## config.mk

```make
export PLATFORM = sky130hd
export DESIGN_NAME = crash_detector
export DESIGN_NICKNAME = d
export VERILOG_FILES = /design/src/rtl/crash_detector.sv
export SDC_FILE = /design/constraint.sdc
export NUM_CORES = 1
export LEC_CHECK = 0
export ABC_AREA = 1
export CORE_UTILIZATION = 57
export CTS_BUF_LIST = sky130_fd_sc_hd__clkbuf_8
export CTS_CLUSTER_SIZE = 25
export DETAILED_ROUTE_END_ITERATION = 16
export PLACE_DENSITY = 0.88
export SLEW_MARGIN = 20
export SYNTH_ARGS = -nofsm -noshare
export SYNTH_HDL_FRONTEND = slang
export SYNTH_SLANG_ARGS = --single-unit
```

## constraint.sdc

```tcl
create_clock -name clk -period 7.29 [get_ports clk]
set_clock_uncertainty 0.15 [all_clocks]
set_input_delay 1.458 -clock clk [delete_from_list [all_inputs] [get_ports clk]]
set_output_delay 1.458 -clock clk [all_outputs]
set_load 0.01 [all_outputs]
```

## src/rtl/crash_detector.sv

```systemverilog
// ---------------------------------------------------------------------------
// crash_detector
//
// Purpose:
//   Decides once per video frame whether the player sprite has left the road.
//   A crash is declared after DEBOUNCE_FRAMES consecutive off-road frames.
//   When a crash is declared, `dead` is held high for DEAD_FRAMES frames so
//   that a synchronizer in any clock domain reliably catches it. After that
//   the block either returns to ALIVE or passes through an invincibility
//   window of GRACE_FRAMES frames. A saturating 8-bit crash counter is kept.
//
// Configuration macro:
//   CRASH_GRACE_EN - when defined, the GRACE state exists. When undefined,
//                    DEAD returns straight to ALIVE and `state` is never 2.
//
// Ports:
//   clk          in   system clock
//   rst          in   synchronous, active-high reset
//   frame_tick   in   one-cycle pulse per frame; geometry is sampled only here
//   player_x     in   player sprite left edge
//   road_left    in   road left edge (inclusive)
//   road_right   in   road right edge (inclusive)
//   dead         out  registered, high while in DEAD
//   offroad      out  registered off-road result of the latest sampled frame
//   state        out  registered state: 0=ALIVE, 1=DEAD, 2=GRACE
//   crash_count  out  registered crash count, saturates at 255
// ---------------------------------------------------------------------------
module crash_detector #(
    parameter int COORD_W         = 10,
    parameter int PLAYER_W        = 16,
    parameter int DEBOUNCE_FRAMES = 2,
    parameter int DEAD_FRAMES     = 60,
    parameter int GRACE_FRAMES    = 30
) (
    input  logic               clk,
    input  logic               rst,
    input  logic               frame_tick,
    input  logic [COORD_W-1:0] player_x,
    input  logic [COORD_W-1:0] road_left,
    input  logic [COORD_W-1:0] road_right,
    output logic               dead,
    output logic               offroad,
    output logic [1:0]         state,
    output logic [7:0]         crash_count
);

    typedef enum logic [1:0] {
        S_ALIVE = 2'd0,
        S_DEAD  = 2'd1,
        S_GRACE = 2'd2
    } state_t;

    // One frame counter serves both DEAD and GRACE, so size it for the longer.
    localparam int FRM_MAX = (DEAD_FRAMES > GRACE_FRAMES) ? DEAD_FRAMES : GRACE_FRAMES;
    localparam int FRM_W   = $clog2(FRM_MAX + 1);
    localparam int DEB_W   = $clog2(DEBOUNCE_FRAMES + 1);

    // Counters compare against "last value" so the terminal tick is detected
    // on the same edge that would otherwise increment past the limit.
    localparam logic [DEB_W-1:0] DEB_LAST  = DEB_W'(DEBOUNCE_FRAMES - 1);
    localparam logic [FRM_W-1:0] DEAD_LAST = FRM_W'(DEAD_FRAMES - 1);
`ifdef CRASH_GRACE_EN
    localparam logic [FRM_W-1:0] GRACE_LAST = FRM_W'(GRACE_FRAMES - 1);
`endif

    state_t             state_q, state_d;
    logic [DEB_W-1:0]   deb_q, deb_d;
    logic [FRM_W-1:0]   frm_q, frm_d;
    logic [7:0]         cnt_q, cnt_d;
    logic               offroad_q, offroad_d;
    logic               dead_q, dead_d;

    logic [COORD_W:0]   right_edge;
    logic               off_now;

    // Right edge is computed one bit wider so a sprite near the screen edge
    // cannot wrap around and look on-road. An inverted road is always off.
    assign right_edge = {1'b0, player_x} + (COORD_W + 1)'(PLAYER_W - 1);
    assign off_now    = (player_x < road_left)
                      | (right_edge > {1'b0, road_right})
                      | (road_left > road_right);

    // Next-state logic. Nothing moves except on a frame tick.
    always_comb begin
        state_d   = state_q;
        deb_d     = deb_q;
        frm_d     = frm_q;
        cnt_d     = cnt_q;
        offroad_d = offroad_q;

        if (frame_tick) begin
            offroad_d = off_now;
            case (state_q)
                S_ALIVE: begin
                    if (off_now) begin
                        if (deb_q == DEB_LAST) begin
                            state_d = S_DEAD;
                            deb_d   = '0;
                            frm_d   = '0;
                            if (cnt_q != 8'hFF) begin
                                cnt_d = cnt_q + 8'd1;
                            end
                        end else begin
                            deb_d = deb_q + DEB_W'(1);
                        end
                    end else begin
                        deb_d = '0;
                    end
                end
                S_DEAD: begin
                    if (frm_q == DEAD_LAST) begin
                        frm_d = '0;
`ifdef CRASH_GRACE_EN
                        state_d = S_GRACE;
`else
                        state_d = S_ALIVE;
`endif
                    end else begin
                        frm_d = frm_q + FRM_W'(1);
                    end
                end
`ifdef CRASH_GRACE_EN
                // Debounce is held at zero; the exit tick is not evaluated.
                S_GRACE: begin
                    deb_d = '0;
                    if (frm_q == GRACE_LAST) begin
                        frm_d   = '0;
                        state_d = S_ALIVE;
                    end else begin
                        frm_d = frm_q + FRM_W'(1);
                    end
                end
`endif
                default: begin
                    state_d = S_ALIVE;
                    deb_d   = '0;
                    frm_d   = '0;
                end
            endcase
        end

        dead_d = (state_d == S_DEAD);
    end

    // State and output registers; reset overrides any coincident tick.
    always_ff @(posedge clk) begin
        if (rst) begin
            state_q   <= S_ALIVE;
            deb_q     <= '0;
            frm_q     <= '0;
            cnt_q     <= '0;
            offroad_q <= 1'b0;
            dead_q    <= 1'b0;
        end else begin
            state_q   <= state_d;
            deb_q     <= deb_d;
            frm_q     <= frm_d;
            cnt_q     <= cnt_d;
            offroad_q <= offroad_d;
            dead_q    <= dead_d;
        end
    end

    assign dead        = dead_q;
    assign offroad     = offroad_q;
    assign state       = state_q;
    assign crash_count = cnt_q;

endmodule

```

# Word-level counts from Yosys, hierarchy flattened
# Cells that the tools add are included.
[totals]
regBits = 20
in_bits = 33
output_inout_bits = 12
word_cells = 39
[op_classes]
addsub = 4
order_cmp = 3
n_eq_ne = 7
n_mux = 12
bitwise_logic = 3
n_reduce_logical = 4
[ops]
columns = ["operator", "count"]
rows = [
  ["$mux W6", 3],
  ["$mux W2", 6],
  ["$pmux W6 S2", 1],
  ["$add A10 B4 Y11 const B", 1],
  ["$gt A11 B10 Y1", 1],
  ["$gt A10 B10 Y1", 1],
  ["$lt A10 B10 Y1", 1],
  ["$add A8 B1 Y8 const B", 1],
  ["$ne A8 B8 Y1 const B", 1],
  ["$pmux W2 S2", 2],
  ["$add A6 B1 Y6 const B", 1],
  ["$eq A2 B1 Y1 const B", 3],
  ["$eq A6 B6 Y1 const B", 1],
  ["$reduce_and A5 Y1", 1],
  ["$ne A2 B2 Y1 const B", 2],
  ["$reduce_and A3 Y1", 1],
  ["$add A2 B1 Y2 const B", 1],
  ["$logic_not A2 Y1", 1],
  ["$or A1 B1 Y1", 2],
  ["$reduce_and A2 Y1", 1],
  ["$not A1 Y1", 1],
]

# Longest topological paths before layout
[logic_depth]
depth_word = 8
ltp_mapped = 19

# Worst setup path after synthesis
# No wires, ideal clock.
[synth_timing]
kind = "in2reg"
from = "input port player_x[0]"
to = "register frm_q[1]"
setup_ns = 0.129
t_arrival_ns = 3.374
slack_ns = 3.638
path_stages = 17
cell_sequence = "inv_2 -> ha_1 -> nand2_2 -> nand2_4 -> nor2_8 -> a31oi_1 -> a21oi_1 -> ha_1 -> a21o_1 -> a21oi_2 -> a21boi_4 -> nor2_8 -> nand2_8 -> nand3_4 -> nand2_1 -> nand2_1 -> nor2_1"
[synth_via]
elab_chain_len = 6
elab_cells_between_ends = 7
[synth_lines]
columns = ["element", "line", "source"]
rows = [
  ["start: declaration", "38", "input logic [COORD_W-1:0] player_x,"],
  ["$add A10 B4 Y11", "78", "assign right_edge = {1'b0, player_x} + (COORD_W + 1)'(PLAYER_W - 1);"],
  ["$gt A11 B10 Y1", "80", "| (right_edge > {1'b0, road_right})"],
  ["$or A1 B1 Y1 *", "80", ""],
  ["$or A1 B1 Y1 *", "81", "| (road_left > road_right);"],
  ["$ne A2 B2 Y1 (no line) *", "n/a", ""],
  ["$reduce_and A3 Y1 (no line) *", "n/a", ""],
  ["end signal: assignment", "157", "frm_q <= frm_d;"],
  ["end: declaration", "68", "logic [FRM_W-1:0] frm_q, frm_d;"],
]
# Mark *: on every way between the ends. The rest lies on a longest branch, timed or not.
# A chain may end at the register's enable or synchronous reset.

# Final worst setup path
# Same ends and word-level chain as after synthesis.

==> metrics.txt <==
status=completed; fill count=roughly 290; VDD IR max=0.127 mV; Skew-Pair Late Insertion Delay=between 0.2 and 0.3 ns; initial DRC count=about 150; worst-margin pin slew=0.734 ns; DR WL/cell=around 11 um; Hold Buf Count CTS=0; Final nets=421; setup TNS=0 ns; unrepaired setup endpoints after global routing=no; Mapped Nets=around 380; final hold vios=0; Placed Area=approximately 2600 um^2; max-slew violation count=0; Worst Setup SP=player_x[0]; mapped cell area=2140 um^2; post-synthesis sequential area ratio=18.7%; CP cell instances=clkdlybuf4s50_1, inv_2, ha_1, nand2_2, nand2_4, nor2_8, a31oi_1, a21oi_1, ha_1, a21o_1, a21oi_2, a21boi_4, nor2_8, nand2_8, nand3_4, nand2_1, nand2_1, nor2_1; CTS tree=built; leading register cell type out of synthesis=dfxtp_1; Clock transition at path regs=0.08 ns; critical path endpoint category=flip-flop; Leak Pwr=between 1 and 1.5 nW; Final Cycle Share=a little under three fifths; Post-synth EDFFs=0; CP Launch Type=input pin; hold_ws=between 0.2 and 0.3 ns; Synth Instances=310; Mean Syn Cell Area=6.91 um^2; n_diodes=0; Post-CTS Setup Inserts=0; worst path required time=7.27 ns; multi-input gate area in the final layout=approximately 1500 um^2; cell with the most instances after synthesis=nand2_1; root buffer cell=clkbuf_8; maximum clock frequency=0.242 GHz; post-CTS sizing=0; Synth top area share=between 10% and 20%; dpl hpwl=around 3800 um; Yosys top cell by area=dfxtp_1; Max-cap violations=0; die area=about 4000 um^2; global placer's final weighted congestion=0.808; Initial Util=around three fifths; DRC viols=0; CP top delay family=simple AND/OR/NAND/NOR gates; Reg2Reg Launch Point=crash_count[0]$_SDFFE_PP0P_; YS warnings=0; Initial DRT Pass Iterations=4; # port buffers=44; CTS Buffer Depth=2; number of global-route vias before repair=a little under 2000; largest net degree at the start of global routing=16; Critical Path Max Stage Delay=around 0.53 ns; pwr/cell area=between 100 and 150 nW/um^2; vias per cell=roughly 5.2; Post-Route WL=~4600 um; TritonCTS buffer count=3; total vias in the final route=between 2000 and 2500; Die W=roughly 63 um; sequential cell area=around 400 um^2; relative slew slack=between 50% and 60%; clock period minus worst slack=around 4.1 ns; ys async rst share=0%; Synth area leaders=dfxtp_1 (19%), ha_1 (19%), nand2_1 (13%); total power draw=roughly 0.36 mW; Core Rows=21; Hold Crit Start=deb_q[1]$_SDFFE_PP0P_; fin area=about 2700 um^2; synth cell count leaders=nand2_1 (73), inv_1 (59), ha_1 (32); Boundary Pins=between 40 and 50; core area=around 3500 um^2; Crit path arrival time=~4 ns; total grt overflow=0; Clock Sinks=20; Final Util=around 78%; # setup viols final=0; CTS H-tree lvls=1; Netlist cell types=33; first-pass GRT wire length=slightly below 8000 um; layout cell share with drive strength beyond 1=under 10%; Min-Delay Path Class=flip-flop to flip-flop; Area Overhead vs Synth=25.9%; Critical-path top delay cell=clkdlybuf4s50_1; initial antenna violation count=0; Worst Path Buf+Inv=2; antenna viol nets, final=0; register bit total from synthesis=20; global-route usage over all layers=between 20% and 30%; CP max FO=7; DIE HEIGHT=roughly 63 um; WS Path Type=input pin to flip-flop
==> cells in the final DEF, fill, tap and decap left out, types with 2 or more instances in the layout <==
cell,netlist,layout
nor2_2,5,5
nor3_1,2,2
nor2_8,3,3
a21o_1,2,2
xnor2_1,5,5
nor2_1,23,23
a21oi_1,17,17
clkdlybuf4s50_1,0,44
ha_1,32,32
nand3_1,14,14
xor2_1,8,8
a21oi_2,3,3
nand3_4,3,3
clkbuf_8,0,3
nand2_1,73,73
nand2_2,7,7
dfxtp_1,20,20
inv_1,59,59
nand4_1,17,17
==> worst min-delay path, cell delays in order (launching register included) <==
cell	delay, ns
dfxtp_1	0.32
inv_1	0.05
nor2_1	0.04
==> metrics by stage <==
stage                     std cells  setup slack (ns)
after global routing            401              3.00
after floorplan                 310              3.64
after global placement          397              2.96
final                           401              3.15
after CTS                       401              3.15
after detailed placement        397              2.88
==> metal layers <==
layer / part of all wire, % / up-vias / global-route usage [%]
met3: 3.8 / 6 / 5.25
met1: 50 / 938 / 30.9
li1: - / 1093 / -
met5: 0 / - / 0
met4: 0.70 / 0 / 3.41
met2: 46 / 41 / 42.1
==> report_power, final <==
group	leakage, nW	internal (mW)	switching (mW)
registers	0.163	0.114	0.00351
logic	1.17	0.0552	0.0720
clock network	0.0357	0.0733	0.0384
==> logic make-up after synthesis <==
kind of cell    Yosys count  synth area share [%]
xor+xnor                 13                  5.32
simple gates            153                  37.3
buf+inv                  63                  11.2
compound gates           29                  8.82
flops                    20                  18.7
fa+ha+maj                32                  18.7
==> sequential cells by signal, indices dropped and copies added, names as in the netlist <==
signal	flops
offroad	1
dead	1
crash_count	8
deb_q	2
state	2
frm_q	6
==> area by class of cell <==
type	instances	area share, %
clock inverter	1	1.11
clock buffer	3	1.53
multi-input combinational	227	55.7
sequential	20	14.8
tap	46	2.13
timing repair buffer	44	16.3
inverter	60	8.35
==> final timing paths <==
path,to,slack (ns),depth (start not counted)
max reg2reg,crash_count[7]$_SDFFE_PP0P_,5.34,7
max,frm_q[1]$_SDFFE_PP0P_,3.15,18
min,deb_q[1]$_SDFFE_PP0P_,0.29,2
min reg2reg,deb_q[1]$_SDFFE_PP0P_,0.29,2
Note: power is estimated with default switching activity, not from simulation.
==> edit: new RTL, same flow settings <==
Build with the macro `CRASH_GRACE_EN` defined.
--- a/src/rtl/crash_detector.sv
+++ b/src/rtl/crash_detector.sv
@@ -26,4 +26,6 @@
 //   crash_count  out  registered crash count, saturates at 255
 // ---------------------------------------------------------------------------
+`define CRASH_GRACE_EN
+
 module crash_detector #(
     parameter int COORD_W         = 10,
Formal check against the unedited RTL: same outputs for any inputs over 10 cycles, from zero or initial values and one cycle with rst high; that may be too few to reach the edited logic, so the function may still have changed.
==> edit against the unedited design <==
Cell area grew 1.9%; synthesized area is 3.3% higher; critical path depth rose by 3; sequential cell count unchanged; wire length increased by 2.2%; setup slack got worse by 0.060 ns; total power decreased by 15%; critical endpoint unchanged.
==> edit: results (changes against the unedited design) <==
Hold WC Path Type=flip-flop to flip-flop; DR WL/cell=11.2 µm (-2.7%); r2r startpoint=frm_q[0]; CTS Buf Count=3 (unchanged); layout cell share with drive strength beyond 1=7.77% (-1.2 points); Reg2Reg Depth=8 (+1); Synth area leaders=ha_1 21%, dfxtp_1 18%, nand2_1 12%; post-CTS setup buffers=0 (unchanged); Worst Hold Launch=deb_q[1]; Skew-Pair Late Insertion Delay=0.25 ns; Cell variety after synth=32 (-3.0%); worst ir drop on vdd=0.0000563 V (-56%); first-pass GRT wire length=8530 µm (+8.0%); Synth Net Count=398 (+6.1%); routability cong.=0.853 (+5.5%); DP HPWL=3860 µm (+2.2%); ys flop type=dfxtp_1; Met2 Wirelength=2240 µm (+7.0%); slowest cell on the critical path=clkdlybuf4s50_1; P_leak=1.37 nW (+0.11%); Pre-antenna DRT Iters=4 (unchanged); CP peak stage delay=0.48 ns (-0.05 ns); max reg flops=8 (unchanged); routed wl met3=209 µm (+20%); Worst-path clk slew=~0.070 ns; Max-slew headroom=57.2% (+6.3 points); Final Net Count=445 (+5.7%); Hold Path Stages=2 (unchanged); clock tree buffer depth=2 (unchanged); Total GRT Usage=25.5% (+1.4 points); critical-path maximum fanout=8 (+1); Synth top area share=20.9% (+2.2 points); Hold-fix buffers, CTS=0 (unchanged); critical path data arrival time=4.17 ns (+0.05 ns); DRC Markers=0 (unchanged); Via density=5.19 (about the same); vias in the first global route=2,071 (+6.5%); outcome=completed; Synth Warn #=0 (unchanged); ys async rst share=0% (unchanged); critical path startpoint=player_x[2]; Root Buffer=clkbuf_8; M1 wire length=2200 µm (-4.3%); Synth top cells by count=70 x nand2_1, 57 x inv_1, 37 x ha_1, 28 x nor2_1, 27 x nand3_1; sequential element share of the synthesized area=18.1% (-0.59 points); Placed Instance Area=2710 µm² (+3.1%); Iter 0 DRT Violations=126 (-18%)
[edit: changes by cell type after synthesis, sizes merged, moves of 4 or more]
cell   delta
nand3    +12
ha        +5
a21oi     +5
nand4    -13
o21ai     +7
xor2      +4
[edit: per-layer routing]
metal	up-vias	global-route usage, %
met5	-	0
met4	0	5.00
met3	6	4.11
met2	51	44.5
met1	984	32.8
li1	1142	-
[edit: logic make-up (layout without fill, tap and decap cells)]
| logic type | count (synthesis) | in the layout | synth area share (%) |
|---|---|---|---|
| compound gates | 42 | 42 | 11.5 |
| flops | 20 | 20 | 18.1 |
| fa+ha+maj | 37 | 37 | 20.9 |
| simple gates | 152 | 152 | 32.6 |
| buf+inv | 62 | 107 | 11.0 |
| xor+xnor | 15 | 15 | 5.94 |
[edit: final cells by class]
class                           instances  area, µm²
Tap cell                               48       60.1
Fill cell                             311        942
Sequential cell                        20        400
Timing Repair Buffer                   44        440
Clock buffer                            3       41.3
Multi-Input combinational cell        246       1570
Inverter                               60        235
[edit: final timing paths]
check,end,slack [ns]
setup / recovery,frm_q[1],3.09
hold / removal,deb_q[1],0.35
setup reg to reg,dead,5.26
hold reg to reg,deb_q[1],0.35
[edit: worst max-delay path: cells and delay by family]
family / cells / cell delay, ns
adder cells (fa/ha/maj): 1 / 0.29
buffers and inverters: 2 / 0.54
XOR/XNOR: 1 / 0.15
AND/OR/NAND/NOR: 16 / 1.67
AO/OA/AOI/OAI: 1 / 0.07
[edit: where the power goes]
group          total (mW)  internal, mW  switching, mW
Sequential          0.116         0.113        0.00322
Clock              0.0698        0.0367         0.0331
Combinational       0.118        0.0520         0.0662
Total               0.304         0.201          0.103
[edit: per-stage QoR]
step                instances  setup WS [ns]
floorplan                 328           3.58
global placement          418           2.89
detailed placement        418           2.85
CTS                       421           3.10
global route              421           2.81
finish                    421           3.09
